## config.mk

```make
export PLATFORM = sky130hd
export DESIGN_NAME = wb_initiator_flat
export DESIGN_NICKNAME = d
export VERILOG_FILES = /design/src/rtl/wb_initiator_pkg.sv /design/src/rtl/wb_initiator_if.sv /design/src/rtl/wb_initiator_counter.sv /design/src/rtl/wb_initiator.sv /design/src/flat_wrapper.sv
export SDC_FILE = /design/constraint.sdc
export NUM_CORES = 1
export LEC_CHECK = 0
export ABC_CLOCK_PERIOD_IN_PS = 2720
export CAP_MARGIN = 20
export CORE_UTILIZATION = 45
export CTS_CLUSTER_SIZE = 24
export DETAILED_ROUTE_END_ITERATION = 10
export GPL_TIMING_DRIVEN = 0
export PLACE_DENSITY = 0.8
export SYNTH_ARGS = -nofsm -noshare
export SYNTH_HDL_FRONTEND = slang
export SYNTH_SLANG_ARGS = --single-unit
```

## constraint.sdc

```tcl
create_clock -name CLK_I -period 2.72 [get_ports CLK_I]
set_clock_uncertainty 0.05 [all_clocks]
set_input_delay 0.272 -clock CLK_I [delete_from_list [all_inputs] [get_ports CLK_I]]
set_output_delay 0.272 -clock CLK_I [all_outputs]
set_load 0.01 [all_outputs]
```

## src/rtl/wb_initiator_pkg.sv

```systemverilog
// Shared definitions for the Wishbone classic initiator.
package wb_initiator_pkg;

`ifdef RV64I
  localparam int unsigned DEFAULT_DATA_SIZE = 64;
`else
  localparam int unsigned DEFAULT_DATA_SIZE = 32;
`endif
  localparam int unsigned DEFAULT_ADDR_SIZE = 32;

  typedef enum logic [2:0] {
    IDLE,
    BEAT0,
    GAP,
    BEAT1,
    RESP
  } wb_state_t;

  // Byte distance between the two beats of a double-word access.
  function automatic int unsigned beat_bytes(input int unsigned data_size);
    return data_size / 8;
  endfunction

endpackage

```

## src/rtl/wb_initiator_if.sv

```systemverilog
// Core request/response handshake plus Wishbone classic bus signals.
interface wb_initiator_if #(
  parameter int unsigned DATA_SIZE = wb_initiator_pkg::DEFAULT_DATA_SIZE,
  parameter int unsigned ADDR_SIZE = wb_initiator_pkg::DEFAULT_ADDR_SIZE
) ();

  logic                   req_valid_i;
  logic                   req_ready_o;
  logic                   req_we_i;
  logic                   req_dword_i;
  logic [ADDR_SIZE-1:0]   req_addr_i;
  logic [2*DATA_SIZE-1:0] req_wdata_i;
  logic                   rsp_valid_o;
  logic [2*DATA_SIZE-1:0] rsp_rdata_o;
  logic                   rsp_err_o;

  logic                   CYC_O;
  logic                   STB_O;
  logic                   WE_O;
  logic [ADDR_SIZE-1:0]   ADR_O;
  logic [DATA_SIZE-1:0]   DAT_O;
  logic [DATA_SIZE-1:0]   DAT_I;
  logic                   ACK_I;

  modport master (
    input  req_valid_i, req_we_i, req_dword_i, req_addr_i, req_wdata_i,
    input  DAT_I, ACK_I,
    output req_ready_o, rsp_valid_o, rsp_rdata_o, rsp_err_o,
    output CYC_O, STB_O, WE_O, ADR_O, DAT_O
  );

  modport slave (
    output req_valid_i, req_we_i, req_dword_i, req_addr_i, req_wdata_i,
    output DAT_I, ACK_I,
    input  req_ready_o, rsp_valid_o, rsp_rdata_o, rsp_err_o,
    input  CYC_O, STB_O, WE_O, ADR_O, DAT_O
  );

endinterface

```

## src/rtl/wb_initiator_counter.sv

```systemverilog
// Synchronous parallel-load up/down counter, used as the beat wait timer.
module wb_initiator_counter #(
  parameter int unsigned WIDTH = 8
) (
  input  logic             clk,
  input  logic             rst_n,
  input  logic             load,
  input  logic [WIDTH-1:0] load_value,
  input  logic             inc_enable,
  input  logic             dec_enable,
  output logic [WIDTH-1:0] count
);

  // Load has priority; simultaneous inc and dec cancel out.
  always_ff @(posedge clk or negedge rst_n) begin
    if (!rst_n) begin
      count <= '0;
    end else if (load) begin
      count <= load_value;
    end else if (inc_enable && !dec_enable) begin
      count <= count + WIDTH'(1);
    end else if (dec_enable && !inc_enable) begin
      count <= count - WIDTH'(1);
    end
  end

endmodule

```

## src/rtl/wb_initiator.sv

```systemverilog
// Wishbone classic initiator: one core request becomes one or two bus beats
// followed by a single-cycle response pulse; stalled beats time out.
module wb_initiator
  import wb_initiator_pkg::*;
#(
  parameter int unsigned DATA_SIZE     = DEFAULT_DATA_SIZE,
  parameter int unsigned ADDR_SIZE     = DEFAULT_ADDR_SIZE,
  parameter int unsigned TimeoutCycles = 255
) (
  input logic            CLK_I,
  input logic            RST_I,
  wb_initiator_if.master bus
);

  localparam int unsigned          CW        = $clog2(TimeoutCycles + 1);
  // Timeout fires on the edge that would move the counter to TimeoutCycles,
  // so a beat holds STB_O for exactly TimeoutCycles cycles.
  localparam logic [CW-1:0]        WAIT_LAST = CW'(TimeoutCycles - 1);
  localparam logic [ADDR_SIZE-1:0] BEAT_STEP = ADDR_SIZE'(beat_bytes(DATA_SIZE));

  wb_state_t            state;
  logic                 dword_q;
  logic [DATA_SIZE-1:0] wdata_hi_q;
  logic [CW-1:0]        wait_count;
  logic                 in_beat;
  logic                 beat_entry;

  assign bus.req_ready_o = (state == IDLE);
  assign in_beat         = (state == BEAT0) || (state == BEAT1);
  assign beat_entry      = ((state == IDLE) && bus.req_valid_i) || (state == GAP);

  wb_initiator_counter #(
    .WIDTH(CW)
  ) u_wait_counter (
    .clk        (CLK_I),
    .rst_n      (RST_I),
    .load       (beat_entry),
    .load_value ('0),
    .inc_enable (in_beat && !bus.ACK_I),
    .dec_enable (1'b0),
    .count      (wait_count)
  );

  // Transfer sequencing with all bus and response outputs registered.
  always_ff @(posedge CLK_I or negedge RST_I) begin
    if (!RST_I) begin
      state           <= IDLE;
      dword_q         <= 1'b0;
      wdata_hi_q      <= '0;
      bus.CYC_O       <= 1'b0;
      bus.STB_O       <= 1'b0;
      bus.WE_O        <= 1'b0;
      bus.ADR_O       <= '0;
      bus.DAT_O       <= '0;
      bus.rsp_valid_o <= 1'b0;
      bus.rsp_err_o   <= 1'b0;
      bus.rsp_rdata_o <= '0;
    end else begin
      case (state)
        IDLE: begin
          if (bus.req_valid_i) begin
            dword_q         <= bus.req_dword_i;
            wdata_hi_q      <= bus.req_wdata_i[2*DATA_SIZE-1:DATA_SIZE];
            bus.WE_O        <= bus.req_we_i;
            bus.ADR_O       <= bus.req_addr_i;
            bus.DAT_O       <= bus.req_wdata_i[DATA_SIZE-1:0];
            bus.CYC_O       <= 1'b1;
            bus.STB_O       <= 1'b1;
            bus.rsp_rdata_o <= '0;
            state           <= BEAT0;
          end
        end
        BEAT0, BEAT1: begin
          if (bus.ACK_I) begin
            bus.CYC_O <= 1'b0;
            bus.STB_O <= 1'b0;
            if (!bus.WE_O) begin
              if (state == BEAT0) begin
                bus.rsp_rdata_o[DATA_SIZE-1:0] <= bus.DAT_I;
              end else begin
                bus.rsp_rdata_o[2*DATA_SIZE-1:DATA_SIZE] <= bus.DAT_I;
              end
            end
            if ((state == BEAT0) && dword_q) begin
              state <= GAP;
            end else begin
              bus.rsp_valid_o <= 1'b1;
              bus.rsp_err_o   <= 1'b0;
              state           <= RESP;
            end
          end else if (wait_count == WAIT_LAST) begin
            bus.CYC_O       <= 1'b0;
            bus.STB_O       <= 1'b0;
            bus.rsp_valid_o <= 1'b1;
            bus.rsp_err_o   <= 1'b1;
            bus.rsp_rdata_o <= '0;
            state           <= RESP;
          end
        end
        GAP: begin
          // ADR_O still holds the beat-0 address here; the add wraps naturally.
          bus.ADR_O <= bus.ADR_O + BEAT_STEP;
          bus.DAT_O <= wdata_hi_q;
          bus.CYC_O <= 1'b1;
          bus.STB_O <= 1'b1;
          state     <= BEAT1;
        end
        RESP: begin
          bus.rsp_valid_o <= 1'b0;
          bus.rsp_err_o   <= 1'b0;
          state           <= IDLE;
        end
        default: begin
          state <= IDLE;
        end
      endcase
    end
  end

endmodule

```

## src/flat_wrapper.sv

```systemverilog
// flat-port wrapper written by rule: the top's interface ports become plain ports
module wb_initiator_flat import wb_initiator_pkg::*;
#(
  parameter int unsigned DATA_SIZE     = DEFAULT_DATA_SIZE,
  parameter int unsigned ADDR_SIZE     = DEFAULT_ADDR_SIZE,
  parameter int unsigned TimeoutCycles = 255
)
  (CLK_I, RST_I, bus_req_valid_i, bus_req_we_i, bus_req_dword_i, bus_req_addr_i, bus_req_wdata_i, bus_DAT_I, bus_ACK_I, bus_req_ready_o, bus_rsp_valid_o, bus_rsp_rdata_o, bus_rsp_err_o, bus_CYC_O, bus_STB_O, bus_WE_O, bus_ADR_O, bus_DAT_O);
  wb_initiator_if #(.DATA_SIZE(DATA_SIZE), .ADDR_SIZE(ADDR_SIZE)) bus_i ();
  input logic CLK_I;
  input logic RST_I;
  input wire logic [$bits(bus_i.req_valid_i)-1:0] bus_req_valid_i;
  input wire logic [$bits(bus_i.req_we_i)-1:0] bus_req_we_i;
  input wire logic [$bits(bus_i.req_dword_i)-1:0] bus_req_dword_i;
  input wire logic [$bits(bus_i.req_addr_i)-1:0] bus_req_addr_i;
  input wire logic [$bits(bus_i.req_wdata_i)-1:0] bus_req_wdata_i;
  input wire logic [$bits(bus_i.DAT_I)-1:0] bus_DAT_I;
  input wire logic [$bits(bus_i.ACK_I)-1:0] bus_ACK_I;
  output wire logic [$bits(bus_i.req_ready_o)-1:0] bus_req_ready_o;
  output wire logic [$bits(bus_i.rsp_valid_o)-1:0] bus_rsp_valid_o;
  output wire logic [$bits(bus_i.rsp_rdata_o)-1:0] bus_rsp_rdata_o;
  output wire logic [$bits(bus_i.rsp_err_o)-1:0] bus_rsp_err_o;
  output wire logic [$bits(bus_i.CYC_O)-1:0] bus_CYC_O;
  output wire logic [$bits(bus_i.STB_O)-1:0] bus_STB_O;
  output wire logic [$bits(bus_i.WE_O)-1:0] bus_WE_O;
  output wire logic [$bits(bus_i.ADR_O)-1:0] bus_ADR_O;
  output wire logic [$bits(bus_i.DAT_O)-1:0] bus_DAT_O;
  assign bus_i.req_valid_i = bus_req_valid_i;
  assign bus_i.req_we_i = bus_req_we_i;
  assign bus_i.req_dword_i = bus_req_dword_i;
  assign bus_i.req_addr_i = bus_req_addr_i;
  assign bus_i.req_wdata_i = bus_req_wdata_i;
  assign bus_i.DAT_I = bus_DAT_I;
  assign bus_i.ACK_I = bus_ACK_I;
  assign bus_req_ready_o = bus_i.req_ready_o;
  assign bus_rsp_valid_o = bus_i.rsp_valid_o;
  assign bus_rsp_rdata_o = bus_i.rsp_rdata_o;
  assign bus_rsp_err_o = bus_i.rsp_err_o;
  assign bus_CYC_O = bus_i.CYC_O;
  assign bus_STB_O = bus_i.STB_O;
  assign bus_WE_O = bus_i.WE_O;
  assign bus_ADR_O = bus_i.ADR_O;
  assign bus_DAT_O = bus_i.DAT_O;
  wb_initiator #(.DATA_SIZE(DATA_SIZE), .ADDR_SIZE(ADDR_SIZE), .TimeoutCycles(TimeoutCycles)) u_core (.CLK_I(CLK_I), .RST_I(RST_I), .bus(bus_i));
endmodule
```

# --- Yosys cells after proc, flatten, opt, wreduce, memory -nomap -nowiden ---
# Cells that the tools add are included.
op_classes:
  n_addsub: 2
  eq_ne: 11
  n_mux: 29
  n_reduce_logical: 20
op_table:
  columns: ["op", "count"]
  rows:
  - ["two-way mux 64 bit", 4]
  - ["two-way mux 32 bit", 4]
  - ["case mux 32 bit (2 select lines)", 2]
  - ["case mux 64 bit (2 select lines)", 1]
  - ["adder 32 x 3 -> 32 bit, second input constant", 1]
  - ["two-way mux 8 bit", 2]
  - ["two-way mux 3 bit", 4]
  - ["AND reduction 5 bit", 2]
  - ["inequality test 3 bit, second input constant", 3]
  - ["case mux 3 bit (3 select lines)", 1]
  - ["adder 8 x 1 -> 8 bit, second input constant", 1]
  - ["equality test 8 bit, second input constant", 1]
  - ["two-way mux 1 bit", 8]
  - ["nonzero test 2 bit", 4]
  - ["equality test 3 x 2 -> 1 bit, second input constant", 2]
  - ["inequality test 3 x 2 -> 1 bit, second input constant", 2]
  - ["AND reduction 2 bit", 3]
  - ["AND reduction 3 bit", 2]
  - ["case mux 1 bit (2 select lines)", 2]
  - ["equality test 3 x 1 -> 1 bit, second input constant", 1]
  - ["equality test 3 bit, second input constant", 1]
  - ["logical AND 1 bit", 3]
  - ["zero test 3 bit", 1]
  - ["case mux 1 bit (3 select lines)", 1]
  - ["5 further kinds", 6]
word_totals:
  regBits: 176
  input_bits: 134
  out_inout_bits: 134
  wordCells: 74

# --- Longest topological paths before layout ---
# Gate-level depths: netlist of run 1.
logic_depth:
  word_depth: 5
  depth_mapped: 8
  ltp_nobuf: 6

# --- Hierarchy ---
# A second synthesis of run 1 with hierarchy kept.
hier_totals:
  cells_unflattened: 856
  hier_area_um2: 8145.3
modules_own_cells:
  columns: ["module", "instances", "cells_each", "area_each_um2", "seq_area_each_um2"]
  rows:
  - ["wb_initiator", 1, 777, 7452.1, 4204.0]
  - ["wb_initiator_counter", 1, 79, 693.2, 200.2]

# --- Least setup slack after synthesis of run 1 ---
# Ideal clock, no wire load.
synth_path:
  kind: "reg-to-reg"
  startpoint: "reg u_core.state[2]"
  endpoint: "reg u_core.bus.ADR_O[11]"
  setup_time_ns: 0.136
  arrival_ns: 1.930
  required_ns: 2.534
  setup_slack_ns: 0.604
  path_stages_with_launch: 8
  path_buffers: 4
  period_less_slack_ns: 2.116
  cell_sequence: "dfrtp_1 -> clkbuf_1 -> or4b_2 -> clkbuf_1 -> clkbuf_1 -> clkbuf_1 -> nand3_1 -> o211ai_1"
synth_between:
  elab_chain_len: 3
  elab_cells_between_ends: 6
  classes_between: "eq/ne (2); mux (1); reduce/logical (3)"
synth_lines:
  columns: ["element", "line", "rtl"]
  rows:
  - ["start: declaration", "wb_initiator.sv:21", "wb_state_t state;"]
  - ["start signal: assignment", "wb_initiator.sv:47", "state <= IDLE;"]
  - ["start signal: assignment", "wb_initiator.sv:70", "state <= BEAT0;"]
  - ["start signal: assignment", "wb_initiator.sv:85", "state <= GAP;"]
  - ["equality test 3 x 2 -> 1 bit or zero test 3 bit (tied branches)", "wb_initiator.sv:59", "case (state)"]
  - ["nonzero test 2 bit (no source line) or inequality test 2 bit (tied branches)", null, null]
  - ["AND reduction 2 bit (no source line)", null, null]
  - ["end signal: assignment", "wb_initiator.sv:65", "bus.ADR_O <= bus.req_addr_i;"]
  - ["end signal: assignment", "wb_initiator.sv:102", "bus.ADR_O <= bus.ADR_O + BEAT_STEP;"]
  - ["end: declaration", "wb_initiator_if.sv:29", "output CYC_O, STB_O, WE_O, ADR_O, DAT_O"]
# Several ways; a longest one is shown, not always the timed one.
# A chain may end at the register's enable or synchronous reset.

# --- Worst setup path in the final report of run 1 ---
layout_path:
  startpoint: "reg u_core.state[2]"
  endpoint: "reg u_core.bus.DAT_O[31]"
layout_between:
  elab_chain_len: 3
  elab_cells_between_ends: 6
  classes_between: "eq/ne (2); mux (1); reduce/logical (3)"
layout_lines:
  columns: ["element", "line", "rtl"]
  rows:
  - ["equality test 3 x 2 -> 1 bit or zero test 3 bit (tied branches)", "wb_initiator.sv:59", null]
  - ["nonzero test 2 bit (no source line) or inequality test 2 bit (tied branches)", null, null]
  - ["AND reduction 2 bit (no source line)", null, null]
  - ["end signal: assignment", "wb_initiator.sv:66", "bus.DAT_O <= bus.req_wdata_i[DATA_SIZE-1:0];"]
  - ["end signal: assignment", "wb_initiator.sv:103", "bus.DAT_O <= wdata_hi_q;"]
  - ["end: declaration", "wb_initiator_if.sv:29", null]
# Several ways; a longest one is shown, not always the timed one.

==> metrics.md, run 1 <==
| Metric | Value |
|---|---|
| CTS H-tree depth | 4 |
| Clock latency at the later pin of the worst-skew pair | 0.43 ns |
| Worst slew margin | 23.6% |
| First-pass GRT wire length | 38,000 microns |
| Syn_nets | ~900 |
| N_diodes | 0 |
| DP Wirelength | 16,700 microns |
| Clock-pin slew on the worst setup and hold paths | 0.07 ns |
| Row cnt | 47 |
| Slowest stage cell, crit path | or4b_2 |
| Die span in x | around 130 microns |
| Number of fillers in the final layout | 1,313 |
| TritonCTS Buffers | 17 |
| Startpoint types | register |
| CTS tree | yes |
| Port buffer count | 267 |
| Most used cell, CP | clkbuf_1 |
| Initial antenna violation count | 0 |
| Core area | 16,500 sq um |
| Fin crit share | 92.5% |
| Commonest register cell after synthesis | dfrtp_1 |
| Yosys reg bits | 176 |
| Vias per inst | around 5.5 |
| Yosys warnings | 0 |
| Pleak | 0.00489 uW |
| Top cells by area, synth | dfrtp_1 58%, nand2_1 9.8%, a22o_1 7.4% |
| Yosys cell types | 55 |
| Least-Margin Pin Slew | 1.14 ns |
| Number of synthesized flops with an enable pin | 0 |
| CTS Buffer Depth | 2 |
| Area share of the largest cell type after synthesis | 58.1% |
| Peak VDD IR | about 0.59 mV |
| Dpl cells | approximately 1,300 |
| Clk sinks | between 150 and 200 |
| Cell taking the most area after synthesis | dfrtp_1 |
| Setup TNS | 0 ns |
| Final setup vio count | 0 |
| Fin nets | approximately 1,200 |
| Status | complete, no violations |
| Critical Path RT | 3.03 ns |
| Flop2flop setup slack | between 0.2 and 0.25 ns |
| IO Count | 268 |
| Final Power | 12,300 uW |
| Power per cell area | about 1100 nW/um^2 |
| Highest Clock Rate | 0.397 GHz |
| Max-cap violations | 0 |
| Synth Cell Area | 7580 sq um |
| Seq/Total Area, Yosys | approximately three fifths |
| Initial Utilization | 45.9% |
| Mean Syn Cell Area | 9.94 sq um |
| Non-Filler Instances | 1,283 |
| Root Driver | clkbuf_16 |
| Crit path largest cell delay | 0.70 ns |
| Final hold vios | 0 |
| Number of DRC markers in iteration 0 | 479 |
| RSZ-0062 raised after global routing | false |
| Worst setup path class | register to register |
| Via count | approximately 7,000 |
| Worst Setup End Kind | register |
| Layout cells sized above 1 | 5.17% |
| # DRC | 0 |
| RD Place Congestion | 0.860 |
| Crit path time final | 2.52 ns |
| Drt first pass iters | 5 |
| Max-slew violations | 0 |
| Top cells by count, synth | 198 x nand2_1, 176 x dfrtp_1, 69 x nor2_1, 64 x a22o_1, 43 x clkbuf_1 |
| Worst Hold Class | input pin to register |
| Cell count after synthesis | 762 |
| Tot GR Track Use | 27.9% |
| Number of global-route vias before repair | ~7,200 |
| Largest net degree at the start of global routing | 90 |
| Die area | ~17,000 sq um |
| Worst hold margin | ~0.31 ns |
| Routed WL | roughly 23,000 microns |
| Critical Path Fanout Max | 10 |
| DR WL/cell | 18.2 microns |
| Ys async rst share | 100% |
| Die Height | 132 microns |
| Most common cell in the netlist | nand2_1 |
| CP Cell Sequence | clkbuf_1 -> or4b_2 -> clkbuf_1 -> nand2_1 -> clkbuf_1 -> nor2_1 -> nor2_1 |
| Global route overflow | 0 |
| Post-layout util | about two thirds |
| DRT antenna net count | 0 |
| Worst Path Arrival | 2.82 ns |
| Area Overhead vs Synth | 47.2% |
[through the flow]
stage / setup slack, ns / cell area [sq um]
2_1_floorplan: 0.604 / 7580
3_3_place_gp: -5.91 / 10500
3_5_place_dp: -0.297 / 10600
4_1_cts: 0.0711 / 11200
5_1_grt: 0.00746 / 11200
6_report: 0.203 / 11200
[logic make-up after synthesis]
family | after synthesis | synth area share [%]
adder cells (fa/ha/maj) | 3 | 0.495
flip-flops | 176 | 58.1
multiplexers | 2 | 0.264
AND/OR/NAND/NOR | 359 | 21.0
buffers and inverters | 58 | 3.22
AO/OA/AOI/OAI | 158 | 16.2
XOR/XNOR | 6 | 0.694
[worst paths after layout]
path,start,to,cells past startpoint
setup / recovery,u_core.state[2]$_DFFE_PN0P_,u_core.bus.DAT_O[31]$_DFFE_PN0P_,7
hold / removal,bus_req_addr_i[0],u_core.bus.ADR_O[0]$_DFFE_PN0P_,3
setup reg to reg,u_core.state[2]$_DFFE_PN0P_,u_core.bus.DAT_O[31]$_DFFE_PN0P_,7
hold reg to reg,u_core.wdata_hi_q[23]$_DFFE_PN0P_,u_core.wdata_hi_q[23]$_DFFE_PN0P_,2
max in group asynchronous,RST_I,u_core.bus.ADR_O[14]$_DFFE_PN0P_,3
min in group asynchronous,RST_I,u_core.bus.rsp_rdata_o[25]$_DFFE_PN0P_,2
[sequential cells by signal, indices dropped and copies added, names as in the netlist, 3 cells and up]
register,flops
u_core.bus.rsp_rdata_o,64
u_core.bus.ADR_O,32
u_core.bus.DAT_O,32
u_core.wdata_hi_q,32
u_core.u_wait_counter.count,8
u_core.state,3
[layer usage]
layer	vias up	wire, microns	GRT usage, %
li1	3296	-	-
met1	3433	9630	34.9
met2	329	11100	45.5
met3	31	2160	8.77
met4	0	469	10.2
met5	-	0	0
[cells in the final DEF (no fill, tap or decap), types with 5 or more instances in the layout]
master           netlist  final
a211oi_1               7      7
a22o_1                64     64
a311oi_1               5      5
a31oi_1               33     33
and3_1                10     10
buf_2                  6      6
clkbuf_1              43     38
clkbuf_16              0     17
clkbuf_2               0      5
clkdlybuf4s50_1        0    266
dfrtp_1              176    176
inv_8                  0      6
nand2_1              198    198
nand3_1               18     18
nand4_1               18     18
nor2_1                69     69
nor3_1                10     10
nor3b_1                5      5
o211ai_1              12     12
o21ai_0                6      6
o22ai_1                7      7
o311ai_0               6      6
xor2_1                 5      5
[worst max-delay path, delay by kind of cell (launching register included)]
kind | cells | cell delay [ns]
flops | 1 | 0.38
buf+inv | 3 | 0.87
simple gates | 4 | 1.15
[repair_timing]
| item | in CTS | in global routing |
|---|---|---|
| hold buffers | 1 | 0 |
| gates resized for setup | 3 | 4 |
| gates cloned | 0 | 0 |
| setup buffers | 0 | 0 |
| endpoints found under the hold margin | 87 | 0 |
| endpoints found under the setup margin | 21 | 12 |
[area by class of cell]
type                       instances  area (sq um)  area share [%]
timing repair buffer             269          2720            24.3
tap                              220           275            2.47
inverter                           4          15.0           0.135
clock inverter                    14           141            1.27
buffer                            54           235            2.11
sequential                       176          4400            39.5
clock buffer                      18           439            3.94
multi-input combinational        528          2930            26.3
[report_power, final]
group | total, uW | internal, uW | switching [uW]
clock | 2400 | 1250 | 1150
combinational | 5360 | 2600 | 2760
sequential | 4510 | 3670 | 842
total | 12300 | 7510 | 4760
Note: power is estimated with default switching activity, not from simulation.
==> run 2: changes to the inputs <==
ABC_CLOCK_PERIOD_IN_PS = 2200   (was 2720)
CORE_UTILIZATION = 41   (was 45)
PLACE_DENSITY = 0.77   (was 0.8)
clock period = 2.2 ns   (was 2.72 ns; I/O delays follow)
==> run 2 against run 1 <==
Compared with the run above:
- cell count rose by 0.39%
- register-to-register slack got worse by 0.14 ns
- global-route usage decreased by 2.0 points
- routed wire length up 4.6%
- cell area up 1.3%
- utilization decreased by 4.8 points
- worst hold slack got worse by 0.063 ns
- die area rose by 9.6%
- non-clock buffer count shrank 4
- combinational power up 27%
- clock power increased by 25%
==> metrics.md, run 2 (synthesis gave the netlist of run 1 again) <==
| Metric | Value |
|---|---|
| Status | complete, no violations |
| DP Wirelength | 17,200 microns |
| Initial Utilization | ~42% |
| Most frequent cells in the layout | 265 x clkdlybuf4s50_1, 197 x nand2_1, 176 x dfrtp_1, 68 x nor2_1, 64 x a22o_1 |
| Largest net degree at the start of global routing | 103 |
| Highest Clock Rate | 0.468 GHz |
| Pleak | 0.00503 uW |
| Initial antenna violation count | 0 |
| Worst Hold Class | input pin to register |
| Clock share of power | 19.4% |
| Layout cells sized above 1 | 8.40% |
| Final hold vios | 0 |
| Crit path time final | 2.14 ns |
| CTS Buffer Depth | 2 |
| Least-Margin Pin Slew | 0.593 ns |
| Power per cell area | 1360 nW/um^2 |
| Peak VDD IR | 0.704 mV |
| CP Cell Sequence | or3b_4 -> or4_4 -> o211a_1 -> a211o_1 |
| Routed WL | roughly 24,000 microns |
| Worst setup path class | register to register |
| Critical Path RT | 2.47 ns |
| Critical Path Fanout Max | 8 |
| Die Height | 138 microns |
| Number of DRC markers in iteration 0 | 509 |
| Root Driver | clkbuf_16 |
| Clock-pin slew on the worst setup and hold paths | 0.08 ns |
| Post-layout util | 62.7% |
| Worst Setup End Kind | register |
| Number of flip-flops in the largest register | 64 |
| DRT antenna net count | 0 |
| CTS tree | yes |
| Worst Path Arrival | approximately 2.4 ns |
| Commonest non-fill, non-tap cell in the layout | clkdlybuf4s50_1 |
| Area Overhead vs Synth | 49.1% |
| Dpl cells | 1,259 |
| Setup TNS | 0 ns |
| # DRC | 0 |
| Final Cell Area | 11,300 sq um |
| Slowest stage cell, crit path | or4_4 |
| Die span in x | 138 microns |
| Flop pwr share | 36.4% |
| Port buffer count | between 200 and 300 |
| Fin crit share | 97.1% |
| Drt first pass iters | 5 |
| CTS H-tree depth | 4 |
| N_diodes | 0 |
| DR WL/cell | 19.0 microns |
| Row cnt | 49 |
| Max-slew violations | 0 |
| Final Power | roughly 15,000 uW |
| Via count | 7,202 |
| Fin nets | 1,183 |
| Clk sinks | 176 |
| Clock latency at the later pin of the worst-skew pair | 0.44 ns |
| Vias per inst | 5.59 |
| Global route overflow | 0 |
| TritonCTS Buffers | 17 |
| Crit path largest cell delay | 0.62 ns |
| Number of fillers in the final layout | roughly 1,500 |
| Worst slew margin | approximately three fifths |
| Final setup vio count | 0 |
| Switching Share | 39.1% |
| Startpoint types | register |
| Number of global-route vias before repair | roughly 7,100 |
| RD Place Congestion | 0.873 |
| Most flops, register | u_core.bus.rsp_rdata_o |
| Switching power | about 6000 uW |
| First-pass GRT wire length | ~37,000 microns |
| Core area | around 18,000 sq um |
| Tot GR Track Use | 25.9% |
| Comb power frac | 44.2% |
| Max-cap violations | 0 |
| Die area | 19,000 sq um |
| Non-Filler Instances | around 1,300 |
| IO Count | approximately 270 |
| Placed instance area | between 10,000 and 15,000 sq um |
| Int Pwr | 9400 uW |
==> run 2: cell count changes in the layout (fill, tap and decap cells not counted), moves of 2 or more <==
| cell | before | now |
|---|---|---|
| buf_4 | 1 | 7 |
| clkinvlp_4 | 3 | 0 |
| nor4_4 | 0 | 3 |
| clkbuf_2 | 5 | 17 |
| nor3_1 | 10 | 8 |
| clkbuf_4 | 0 | 4 |
| nor4_1 | 4 | 1 |
| or3b_4 | 0 | 2 |
| clkbuf_1 | 38 | 13 |
| clkinv_4 | 2 | 7 |
==> run 2: metrics by stage <==
step                      hold WS (ns)  setup WS (ns)
after floorplan                 -0.126         0.0844
after global placement           0.408          -6.44
after detailed placement         0.172         -0.868
after CTS                        0.239        0.00370
after global routing             0.260       -0.00561
final                            0.246         0.0639
==> run 2: power groups by stage <==
stage / Clock (uW) / Combinational [uW] / Sequential [uW]
2_1_floorplan: 0 / 2910 / 5800
3_3_place_gp: 0 / 6550 / 5560
3_5_place_dp: 0 / 6700 / 5560
4_1_cts: 3050 / 6820 / 5560
5_1_grt: 3170 / 7440 / 5760
6_report: 2990 / 6820 / 5610
==> run 2: worst max-delay path: cells and delay by family, from the launching register on <==
family,cells,cell delay (ns)
AO/OA/AOI/OAI,2,0.49
flip-flops,1,0.43
AND/OR/NAND/NOR,2,1.06
==> run 2: repair_timing <==
action / CTS / global route
endpoints found under the hold margin: 74 / 0
hold buffers: 1 / 0
buffers inserted: 2 / 1
resized for setup: 33 / 34
pin swaps: 3 / 4
setup endpoints to repair: 168 / 129
==> run 2: cell type report <==
| class | count | area (sq um) | area share [%] |
|---|---|---|---|
| Sequential cell | 176 | 4400 | 39.0 |
| Multi-Input combinational cell | 528 | 3030 | 26.8 |
| Timing Repair Buffer | 272 | 2740 | 24.2 |
| Clock buffer | 18 | 439 | 3.89 |
| Tap cell | 229 | 287 | 2.54 |
| Buffer | 47 | 243 | 2.15 |
| Clock inverter | 14 | 143 | 1.26 |
| Inverter | 4 | 15.0 | 0.133 |
==> run 2: path summary, 6_finish.rpt <==
check | startpoint | cells after the start | slack, ns | endpoint
max | u_core.state[0]$_DFFE_PN0P_ | 4 | 0.06 | u_core.bus.ADR_O[16]$_DFFE_PN0P_
min | bus_req_wdata_i[46] | 3 | 0.25 | u_core.wdata_hi_q[14]$_DFFE_PN0P_
max reg2reg | u_core.state[0]$_DFFE_PN0P_ | 4 | 0.06 | u_core.bus.ADR_O[16]$_DFFE_PN0P_
min reg2reg | u_core.wdata_hi_q[3]$_DFFE_PN0P_ | 2 | 0.43 | u_core.wdata_hi_q[3]$_DFFE_PN0P_
max in group asynchronous | RST_I | 3 | 0.91 | u_core.bus.ADR_O[13]$_DFFE_PN0P_
min in group asynchronous | RST_I | 2 | 0.28 | u_core.bus.rsp_rdata_o[29]$_DFFE_PN0P_
==> run 2: metal layers <==
layer  up-vias  global-route usage [%]  part of all wire, %
met5         -                       0                    0
met4         0                    8.21                  1.8
met3        39                    9.21                   11
met2       355                    40.9                   47
met1      3523                    33.0                   41
li1       3285                       -                    -
==> run 3: changes to the inputs <==
ABC_AREA = 1   (was not set)
CORE_UTILIZATION = 43   (was 41)
CTS_CLUSTER_DIAMETER = 50   (was not set)
==> run 3 against run 2 <==
Compared with the run above:
- area after synthesis up 15%
- count of clock-buffer cells in the layout shrank 1
- cell count is 35% higher
- power is 18% higher
- clock power up 10%
- cell area rose by 9.7%
- via count up 23%
- global-route usage rose by 1.4 points
- flip-flop and latch count unchanged
- sequential share of layout area fell by 3.4 points
- worst setup slack better by 0.054 ns
- critical endpoint is now bus_req_ready_o
- highest routed layer unchanged
==> metrics.md, run 3 <==
| Metric | Value |
|---|---|
| IO Count | 268 |
| Cell taking the most area after synthesis | dfrtp_1 |
| Crit path time final | 2.08 ns |
| Resize count post-CTS | 0 |
| DR WL/cell | 15.6 microns |
| Most frequent cells in the layout | 479 x nand2_1, 265 x clkdlybuf4s50_1, 176 x dfrtp_1, 130 x nor2_1, 71 x inv_1 |
| Tot GR Track Use | 27.3% |
| Mean Syn Cell Area | 7.45 sq um |
| Yosys reg bits | 176 |
| CTS Hold Bufs | 1 |
| Sequential Area | 4400 sq um |
| Worst setup path class | register to output pin |
| Switching Share | between 40% and 50% |
| Vias per inst | 5.11 |
| Peak VDD IR | 0.749 mV |
| Via count | 8,880 |
| Row cnt | 51 |
| Commonest register cell after synthesis | dfrtp_1 |
| Die Height | between 100 and 150 microns |
| Initial Utilization | between 40 and 50% |
| Least-Margin Pin Slew | 0.645 ns |
| Startpoint types | register |
| Clock latency at the later pin of the worst-skew pair | 0.44 ns |
| Die span in x | 144 microns |
| Number of DRC markers in iteration 0 | 500 |
| Yosys warnings | 0 |
| Port buffer count | 266 |
| Critical Path RT | 1.93 ns |
| First-pass GRT wire length | roughly 44,000 microns |
| Commonest non-fill, non-tap cell in the layout | nand2_1 |
| Most common cell in the netlist | nand2_1 |
| Flop pwr share | 32.6% |
| Comb power frac | 49.3% |
| Synth Cell Area | 8710 sq um |
| RR Endpoint | u_core.bus.ADR_O[13]$_DFFE_PN0P_ |
| Initial antenna violation count | 3 |
| Clock share of power | roughly 18% |
| CTS H-tree depth | 4 |
| Multi-input logic area | around 3700 sq um |
| Routed WL | 27,100 microns |
| Layout cells sized above 1 | around 5.8% |
| Ys async rst share | 100% |
| Core area | 19,700 sq um |
| Number of flip-flops in the largest register | 64 |
| Critical path endpoint | bus_req_ready_o |
| Largest net degree at the start of global routing | 121 |
| Root Driver | clkbuf_16 |
| RSZ-0062 raised after global routing | false |
| Crit path largest cell delay | ~0.58 ns |
| Critical Path Fanout Max | 3 |
| Max-cap violations | 0 |
| DP Wirelength | 20,000 microns |
| Area Overhead vs Synth | 42.3% |
| Setup TNS | 0 ns |
| Switching power | 7730 uW |
| Max-slew violations | 0 |
| Post-CTS setup buffer count | 0 |
| Clock-pin slew on the worst setup and hold paths | ~0.07 ns |
| CP Cell Sequence | nor2_2 -> nand2_1 -> inv_1 -> clkdlybuf4s50_1 |
| Number of fillers in the final layout | 1,791 |
| Int Pwr | 10,400 uW |
| DRT antenna net count | 0 |
| Global route overflow | 0 |
| Flop2flop setup slack | 0.21 ns |
| Cell count after synthesis | 1,169 |
| Yosys cell types | 32 |
| Fin crit share | 94.6% |
| Drt first pass iters | 5 |
| Fin nets | between 1,500 and 2,000 |
| Final setup vio count | 0 |
| Worst Path Arrival | 1.81 ns |
| Most flops, register | u_core.bus.rsp_rdata_o |
| Syn_nets | 1,306 |
| RD Place Congestion | 0.970 |
| Top cells by count, synth | 479 x nand2_1, 176 x dfrtp_1, 130 x nor2_1, 71 x inv_1, 68 x nand4_1 |
| Clk sinks | 176 |
| Status | complete, no violations |
| Area share of the largest cell type after synthesis | 50.6% |
| Seq/Total Area, Yosys | about half |
| Highest Clock Rate | roughly 0.48 GHz |
| Register-to-Register Path Depth | 7 |
| Top cells by area, synth | dfrtp_1 51%, nand2_1 21%, nor2_1 5.6% |
| Pleak | roughly 0.0059 uW |
| Slowest stage cell, crit path | clkdlybuf4s50_1 |
| Final hold vios | 0 |
| Number of synthesized flops with an enable pin | 0 |
| Worst Hold Class | input pin to register |
| CTS tree | yes |
| Crit path from | u_core.state[2]$_DFFE_PN0P_ |
| Worst slew margin | 57.0% |
| Power per cell area | 1470 nW/um^2 |
| Reg2Reg Launch Point | u_core.state[2]$_DFFE_PN0P_ |
| Worst Setup End Kind | output pin |
| # DRC | 0 |
| TritonCTS Buffers | 17 |
| Die area | 20,800 sq um |
| Number of global-route vias before repair | 8,887 |
| CTS Buffer Depth | 2 |
| Post-layout util | 63.1% |
==> run 3: cell types whose count changed after synthesis, moves of 34 or more <==
cell / change
nand4_1: +50
a21oi_1: +34
nor2_1: +61
inv_1: +67
nand2_1: +281
a22o_1: -64
==> run 3: worst min path at each step <==
stage                     cells after the start  slack (ns)                           endpoint                              start
after floorplan                               0       -0.13    u_core.bus.ADR_O[0]$_DFFE_PN0P_                              RST_I
after global placement                        2        0.40  u_core.wdata_hi_q[15]$_DFFE_PN0P_  u_core.wdata_hi_q[15]$_DFFE_PN0P_
after detailed placement                      1        0.12   u_core.bus.DAT_O[12]$_DFFE_PN0P_                              RST_I
after CTS                                     4        0.14   u_core.bus.rsp_err_o$_DFFE_PN0P_                          bus_ACK_I
after global routing                          4        0.17   u_core.bus.rsp_err_o$_DFFE_PN0P_                          bus_ACK_I
final                                         4        0.16   u_core.bus.rsp_err_o$_DFFE_PN0P_                          bus_ACK_I
==> run 3: cells by family (layout without fill, tap and decap cells) <==
family / count (synthesis) / in the layout / share of synthesized area (%)
AOI/OAI and AO/OA: 103 / 103 / 6.60
xor gates and xnor gates: 5 / 5 / 0.503
adders and majority gates: 3 / 3 / 0.431
buffers and inverters: 142 / 442 / 6.88
DFF: 176 / 176 / 50.6
other: 0 / 3 / 0
and+or+nand+nor: 740 / 740 / 35.0
==> run 3: power groups by stage <==
| stage | clock [uW] | combinational (uW) | sequential [uW] |
|---|---|---|---|
| 3_3_place_gp | 0 | 8730 | 5930 |
| 4_1_cts | 3330 | 8980 | 5920 |
| 6_report | 3290 | 8950 | 5930 |
| 2_1_floorplan | 0 | 4180 | 6290 |
| 5_1_grt | 3480 | 9900 | 6120 |
| 3_5_place_dp | 0 | 8930 | 5940 |
==> run 3: layout make-up <==
cell class	count	area share [%]
Clock buffer	17	3.43
Timing Repair Buffer	268	21.8
Sequential cell	176	35.5
Tap cell	265	2.68
Inverter	77	2.33
Buffer	65	2.50
Antenna cell	3	0.0606
Clock inverter	15	1.75
Multi-Input combinational cell	851	29.9
==> run 3: layer usage <==
| metal | part of all wire, % | GRT usage [%] | vias up |
|---|---|---|---|
| met5 | 0 | 0 | - |
| met4 | 3.8 | 12.4 | 0 |
| met3 | 7.0 | 6.16 | 66 |
| met2 | 48 | 44.9 | 361 |
| met1 | 41 | 34.2 | 4141 |
| li1 | - | - | 4312 |
==> run 3: through the flow <==
step | cells | hold slack, ns | power [uW] | area, sq um | worst slack, ns
6_report | 1737 | 0.156 | 18200 | 12400 | 0.118
5_1_grt | 1737 | 0.166 | 19500 | 12400 | 0.0350
4_1_cts | 1734 | 0.143 | 18200 | 12400 | 0.112
3_5_place_dp | 1701 | 0.122 | 14900 | 11700 | 0.151
3_3_place_gp | 1700 | 0.399 | 14700 | 11700 | -6.53
2_1_floorplan | 1169 | -0.126 | 10500 | 8710 | 0.552
==> run 3: worst max-delay path, delay by kind of cell (launching register included) <==
kind                   cells  cell delay (ns)
DFF                        1             0.41
buffers and inverters      2             0.66
and+or+nand+nor            2             0.31
